--- src/rtl/core_wb_arbiter.sv ---
// core_wb_arbiter: drives the register-file write port from the ALU and a FIFO of external results.
// Define CORE_WB_BYPASS_EN to enable the same-cycle read bypass outputs.
package config_pkg;
    typedef struct packed {
        int unsigned xlen;
        logic        e_supported;
    } config_t;
    localparam config_t DEFAULT_CONF = '{xlen: 32, e_supported: 1'b0};
endpackage

module core_wb_arbiter
    import config_pkg::*;
#(
    parameter config_t CONF  = DEFAULT_CONF,
    parameter int      DEPTH = 4
) (
    input  logic                     clk,
    input  logic                     rst_n,
    input  logic                     alu_valid,
    input  logic [4:0]               alu_rd,
    input  logic [CONF.xlen-1:0]     alu_data,
    input  logic                     ext_valid,
    output logic                     ext_ready,
    input  logic [4:0]               ext_rd,
    input  logic [CONF.xlen-1:0]     ext_data,
    output logic [4:0]               rf_a2,
    output logic [CONF.xlen-1:0]     rf_wd2,
    output logic                     rf_we2,
    input  logic [4:0]               byp_a0,
    input  logic [4:0]               byp_a1,
    output logic                     byp_hit0,
    output logic                     byp_hit1,
    output logic [CONF.xlen-1:0]     byp_data0,
    output logic [CONF.xlen-1:0]     byp_data1,
    output logic [31:0]              pending_mask,
    output logic [$clog2(DEPTH):0]   fifo_count
);
    localparam int XLEN = CONF.xlen;
    localparam int AW = $clog2(DEPTH);
    localparam logic [AW:0] FULL = (AW+1)'(DEPTH);

    logic [4:0]      q_rd   [DEPTH];
    logic [XLEN-1:0] q_data [DEPTH];
    logic [AW-1:0]   head, tail;
    logic            ext_fire, alu_w, ext_w, pop, direct, push, wr;
    logic [31:0]     pop_bit, push_bit;

    // x0 is hardwired and x16..x31 do not exist in E mode: such results are swallowed
    function automatic logic is_null(input logic [4:0] rd);
        return rd == 5'd0 || (CONF.e_supported && rd[4]);
    endfunction

    assign ext_ready = fifo_count != FULL;
    assign ext_fire  = ext_valid && ext_ready;
    assign alu_w     = alu_valid && !is_null(alu_rd);
    assign ext_w     = ext_fire && !is_null(ext_rd);
    assign pop       = !alu_w && fifo_count != '0;
    assign direct    = !alu_w && fifo_count == '0 && ext_w;
    assign push      = ext_w && !direct;
    assign wr        = alu_w || pop || direct;
    assign pop_bit   = pop ? 32'd1 << q_rd[head] : 32'd0;
    assign push_bit  = push ? 32'd1 << ext_rd : 32'd0;

    always_ff @(posedge clk or negedge rst_n)
        if (!rst_n) begin
            rf_we2       <= 1'b0;
            rf_a2        <= '0;
            rf_wd2       <= '0;
            head         <= '0;
            tail         <= '0;
            fifo_count   <= '0;
            pending_mask <= '0;
        end else begin
            rf_we2 <= wr;
            if (wr) begin
                rf_a2  <= alu_w ? alu_rd : pop ? q_rd[head] : ext_rd;
                rf_wd2 <= alu_w ? alu_data : pop ? q_data[head] : ext_data;
            end
            if (pop) head <= head + AW'(1);
            if (push) tail <= tail + AW'(1);
            fifo_count   <= fifo_count + (AW+1)'(push) - (AW+1)'(pop);
            pending_mask <= (pending_mask & ~pop_bit) | push_bit;
        end

    always_ff @(posedge clk)
        if (push) begin
            q_rd[tail]   <= ext_rd;
            q_data[tail] <= ext_data;
        end

    // the issue stage must never queue two results for the same register
    assert property (@(posedge clk) disable iff (!rst_n)
        push |-> (!pending_mask[ext_rd] || (pop && q_rd[head] == ext_rd)));

`ifdef CORE_WB_BYPASS_EN
    assign byp_hit0  = rf_we2 && rf_a2 == byp_a0 && byp_a0 != 5'd0;
    assign byp_hit1  = rf_we2 && rf_a2 == byp_a1 && byp_a1 != 5'd0;
    assign byp_data0 = byp_hit0 ? rf_wd2 : '0;
    assign byp_data1 = byp_hit1 ? rf_wd2 : '0;
`else
    logic unused_byp;
    assign unused_byp = ^{byp_a0, byp_a1};
    assign byp_hit0   = 1'b0;
    assign byp_hit1   = 1'b0;
    assign byp_data0  = '0;
    assign byp_data1  = '0;
`endif
endmodule

--- config.mk ---
export PLATFORM = sky130hd
export DESIGN_NAME = core_wb_arbiter
export DESIGN_NICKNAME = d
export VERILOG_FILES = /design/src/rtl/core_wb_arbiter.sv
export SDC_FILE = /design/constraint.sdc
export NUM_CORES = 1
export LEC_CHECK = 0
export ABC_AREA = 0
export BUFFER_PORTS_ARGS = -buffer_cell sky130_fd_sc_hd__clkbuf_2
export CORE_MARGIN = 2
export CORE_UTILIZATION = 35
export DETAILED_ROUTE_END_ITERATION = 10
export HOLD_SLACK_MARGIN = 0.1
export SLEW_MARGIN = 20
export SYNTH_ARGS = -nofsm -noshare
export SYNTH_HDL_FRONTEND = slang
export SYNTH_SLANG_ARGS = --single-unit
--- constraint.sdc ---
create_clock -name clk -period 2.4 [get_ports clk]
set_clock_uncertainty 0.15 [all_clocks]
set_input_delay 0.48 -clock clk [delete_from_list [all_inputs] [get_ports clk]]
set_output_delay 0.48 -clock clk [all_outputs]
set_load 0.05 [all_outputs]
; Word-level counts from Yosys, hierarchy flattened
; Memories as Yosys holds them, arrays and structs flattened.
; Index checks and enable logic that the tools add are counted.
; Widths: inputs -> output; s select.
[totals]
register_bits = 77
ramBits = 148
inputBits = 88
out_inout_bits = 140
elab_cells = 44
mem_count = 2
[classes]
add_sub_neg = 4
eq_ne = 1
shifts = 2
n_mux = 8
n_bitwise = 3
n_reduce_logical = 17
[memory_table]
columns = memory, depth, word_bits, rd, rd_ports_with_merged_regs, wr, line_no
row1 = q_data, 4, 32, 1, 0, 1, 43  ; logic [XLEN-1:0] q_data [DEPTH];
row2 = q_rd, 4, 5, 1, 0, 1, 42  ; logic [4:0] q_rd [DEPTH];
[ops]
columns = op, n
row1 = $mux 32, 4
row2 = $shl 1x5->32 const A, 2
row3 = $and 32x32->32, 1
row4 = $not 32->32, 1
row5 = $or 32x32->32, 1
row6 = $logic_not 5->1, 2
row7 = $mux 5, 2
row8 = $logic_and 1x1->1, 7
row9 = $add 2x1->2 const B, 2
row10 = $logic_not 1->1, 4
row11 = $add 3x1->3, 1
row12 = $logic_not 3->1, 1
row13 = $ne 3x3->1 const B, 1
row14 = $reduce_bool 3->1, 1
row15 = $sub 3x1->3, 1
row16 = $logic_or 1x1->1, 2
row17 = $mux 1, 2

; Longest topological paths before layout
[depth]
word_depth = 10
mapped_depth = 11
depth_no_buf = 10

; Worst setup path before layout
; Ideal clock, no wire load.
[synth_path]
path_kind = register to register
from = register fifo_count[0]
to = memory q_data[0][0] (netlist bit) (enable)
setup_ns = 0.398
t_arrival_ns = 2.608
required_ns = 1.852
setup_slack_ns = -0.755
stages_incl_launch_ff = 5
n_path_buf = 0
period_less_slack_ns = 3.155
path_cell_list = dfrtp_1 or3b_2 o311ai_2 nor2_1 and2_1
[synth_between]
elab_chain_cells = 8
word_cells_on_any_way = 10
cone_classes = eq/ne (1) / mux (2) / reduce/logical (7)
[synth_rtl]
columns = element, line_no
row1 = start: declaration, 36  ; output logic [$clog2(DEPTH):0] fifo_count
row2 = start signal: assignment, 81  ; fifo_count <= fifo_count + (AW+1)'(push) - (AW+1)'(pop);
row3 = $ne 3x3->1 (*), 53  ; assign ext_ready = fifo_count != FULL;
row4 = net ext_ready, 23  ; output logic ext_ready,
row5 = $logic_and 1x1->1 (*), 54  ; assign ext_fire = ext_valid && ext_ready;
row6 = $logic_and 1x1->1 (*), 56  ; assign ext_w = ext_fire && !is_null(ext_rd);
row7 = $logic_and 1x1->1, 58  ; assign direct = !alu_w && fifo_count == '0 && ext_w;
row8 = $logic_not 1->1, 59  ; assign push = ext_w && !direct;
row9 = $logic_and 1x1->1 (*), 59
row10 = $mux 1 (*), 86  ; if (push) begin
row11 = $mux 1 (not written as such) (*), 88  ; q_data[tail] <= ext_data;
row12 = end: declaration, 43
; Mark *: on every way through the listed nets, which the timed path passes. The rest lies on a longest branch.

; Final worst setup path
[layout_path]
from = register fifo_count[2]
to = register fifo_count[2]
[layout_between]
elab_chain_cells = 8
word_cells_on_any_way = 12
cone_classes = add/sub (2) / eq/ne (1) / reduce/logical (9)
[layout_rtl]
columns = element, line_no
row1 = $ne 3x3->1, 53
row2 = $logic_and 1x1->1, 54
row3 = $logic_and 1x1->1, 56
row4 = $logic_and 1x1->1, 58
row5 = $logic_not 1->1, 59
row6 = $logic_and 1x1->1, 59
row7 = $add 3x1->3, 81
row8 = $sub 3x1->3 (*), 81
; Mark *: on every way between the ends. The rest lies on a longest branch, timed or not.
; A chain may end at the register's enable or synchronous reset.

==> impl_metrics.toml <==
[run_status]
outcome = "finished, final reports clean"

[floorplan]
chipWidth_um = 170.6
die-height_um = 170.6
ios = 228
rows = 60
initial_core_util_pct = 35.84
die-area_um2 = 29100
core_um2 = 27100

[grt]
grt_use_total_pct = 16.06
antenna_found_initial = 1
grt_overflow = 0
grt_pass1_vias = 6084
grt_first_pass_wirelength_mm = 35.77
grt_max_degree = 41

[setup_path]
cp_top_family = "adder cells"
setup.worst_path.end_class = "flip-flop"
cp.arrival_ps = 2610
critPathMostFrequentCell = "inv_1"
startpoint_type = "flip-flop"
cp.required_ps = 2650
crit-reg2reg-capture = "fifo_count[2]$_DFF_PN0_"
crit_type = "flip-flop to flip-flop"
critPathMaxStageDelay_ps = 430
r2r.worst_path.cells = 10
crit_buf_inv = 2
cp_slowest_cell = "dfrtp_2"
reg2reg_slack_ps = 40
r2r-start = "fifo_count[2]$_DFF_PN0_"
crit_fanout = 4
crit_chain = "or3b_4 > o311ai_4 > nor2_4 > inv_1 > ha_1 > inv_1 > ha_2 > fa_2 > xnor2_2 > xnor2_1"

[final_layout]
layout_common_cells = "clkbuf_2 (150), edfxtp_1 (148), dfrtp_1 (72)"
n_fill_cell = 2417
fin_cells = 1251
area_growth_pct = 26.08
insertedDiodeCount = 0
multi_input_area_um2 = 2882
final-seq-area_um2 = 6377
drive_gt1_share_pct = 33.56
fin_area_um2 = 12250
fin_nets = 955
mostFrequentLayoutCell = "clkbuf_2"

[synth]
synthFlopType = "edfxtp_1"
yosys.area.top_type = "edfxtp_1"
syn_inst = 636
synth_cell_type_count = 54
synth_top_cell_area_share_pct = 45.76
synth-seq-area-share_pct = 65.59
yosys_warnings = 0
synth-seq-cells = 225
synth_area_per_cell_um2 = 15.27
syn_area_um2 = 9713
async_flop_share_pct = 34.22
synthTopCellsByArea = "edfxtp_1 (46%), dfrtp_1 (20%), mux4_2 (8.1%)"
synth_edf_count = 148

[route]
post_drt_wl_per_cell_um = 18.73
wirelength_mm = 23.43
firstDrtPassIters = 4
num_vias = 6230
antenna_left = 0
drc_errors = 0
detail_route.iter0.violations = 396
viasPerCell = 4.980

[cts]
h-tree-depth = 1
post_cts_buffers = 0
cts_made_buffers = 25
clock_latency_ps = 520
clockRootBuffer = "clkbuf_16"
clkTransAtPathRegs_ps = 60
cts.sinks = 225
clockBufferDepth = 3
cts_tree = "done"

[pwr]
p_per_area_nw_per_um2 = 1253
finalPower_w = 0.01534
ir_worst_vdd_v = 0.0006627
p_leak_nw = 5.003

[flow_run]
cap_violations = 0

[sta]
drv_slew = 0
max_slew.worst_pin.slew_ps = 546.5
totalNegativeSetupSlack_ps = 0
setup_viol = 0
worst_hold_slack_ps = 126.6
rsz0062_at_grt = "yes"
post-route-min-period_ps = 2358
slew_headroom_pct = 63.57
max_freq_ghz = 0.4240
min_period_over_period_pct = 98.26
final_hold_viol_count = 0

[min_path]
hold-path-cell-count = 3
min_from = "alu_data[10]"
holdPathEnd = "rf_wd2[10]$_DFFE_PN0P_"
hold_path_class = "input port to flip-flop"

[placed_design]
port_buffers = 151
place_area_um2 = 11060
gp_congestion = 0.7986
dp_cells = 1172
dp_hpwl_mm = 15.48
==> metal layers <==
layer / vias to the layer above / global-route usage, % / share of wire (%)
met5: - / 0 / 0.055
met4: 2 / 3.530 / 1.9
met3: 36 / 3.123 / 7.0
met2: 270 / 26.74 / 47
met1: 3118 / 21.90 / 44
li1: 2804 / - / -
==> where the power goes <==
group | internal [W] | leakage (nW) | switching (W) | total [W]
Sequential | 0.00516 | 2.22 | 0.000439 | 0.00559
Clock | 0.00234 | 0.396 | 0.00150 | 0.00384
Combinational | 0.00201 | 2.39 | 0.00390 | 0.00591
Total | 0.00950 | 5.00 | 0.00584 | 0.0153
==> worst max-delay path by stage <==
stage                                       start                 endpoint  slack (ps)  depth (start not counted)
final                     fifo_count[2]$_DFF_PN0_  fifo_count[2]$_DFF_PN0_          40                         10
after global routing      fifo_count[2]$_DFF_PN0_  fifo_count[2]$_DFF_PN0_         -30                         10
after CTS                 fifo_count[2]$_DFF_PN0_  fifo_count[2]$_DFF_PN0_          20                         10
after detailed placement                ext_rd[1]  fifo_count[2]$_DFF_PN0_        -150                         11
after global placement                  ext_rd[1]   rf_wd2[20]$_DFFE_PN0P_        -130                          8
after floorplan           fifo_count[2]$_DFF_PN0_  fifo_count[2]$_DFF_PN0_        -270                         10
==> cells by family after synthesis <==
logic type	after synthesis	synth area share, %
flip-flops	225	65.59
other	1	0.03861
adder cells (fa/ha/maj)	7	0.9790
multiplexers	42	9.185
AO/OA/AOI/OAI	151	11.61
buffers and inverters	131	7.858
AND/OR/NAND/NOR	74	4.290
XOR/XNOR	5	0.4508
==> flip-flops by register name, summed over array words and instances, names as in the netlist <==
name,flops
fifo_count,3
head,2
pending_mask,32
q_data,128
q_rd,20
rf_a2,5
rf_wd2,32
rf_we2,1
tail,2
==> Yosys cell counts (all sizes together) (7+ instances only) <==
cell type,instances
a22oi,31
a2bb2oi,31
and2,7
buf,77
clkbuf,21
dfrtp,77
edfxtp,148
inv,33
mux4,37
nand2,26
nand2b,7
o21ai,36
o221ai,17
o31ai,16
==> per-stage QoR <==
step	worst slack, ps	utilization, %
after floorplan	-266.1	-
final	41.73	45.19
after detailed placement	-147.7	40.81
after global routing	-27.11	45.19
after CTS	23.61	45.12
after global placement	-128.7	40.81
==> cell type report <==
cell class | instances | area share [%]
repair buffers | 230 | 12.76
flip-flops and latches | 225 | 52.07
well taps | 372 | 3.801
clock buffers | 35 | 5.660
inverters | 33 | 1.011
multi-input cells | 345 | 23.53
clock inverters | 11 | 1.165
==> timing repair <==
item	in CTS	in global routing
endpoints found under the setup margin	0	19
endpoints found under the hold margin	153	0
resized for setup	0	4
hold buffers	33	0
==> worst reg2reg max path, delay by kind of cell (launching register included) <==
family | cells | cell delay, ps
adder cells (fa/ha/maj) | 3 | 780
flip-flops | 1 | 430
AND/OR/NAND/NOR | 2 | 400
XOR/XNOR | 2 | 260
AO/OA/AOI/OAI | 1 | 130
buffers and inverters | 2 | 90
Note: power is estimated with default switching activity, not from simulation.
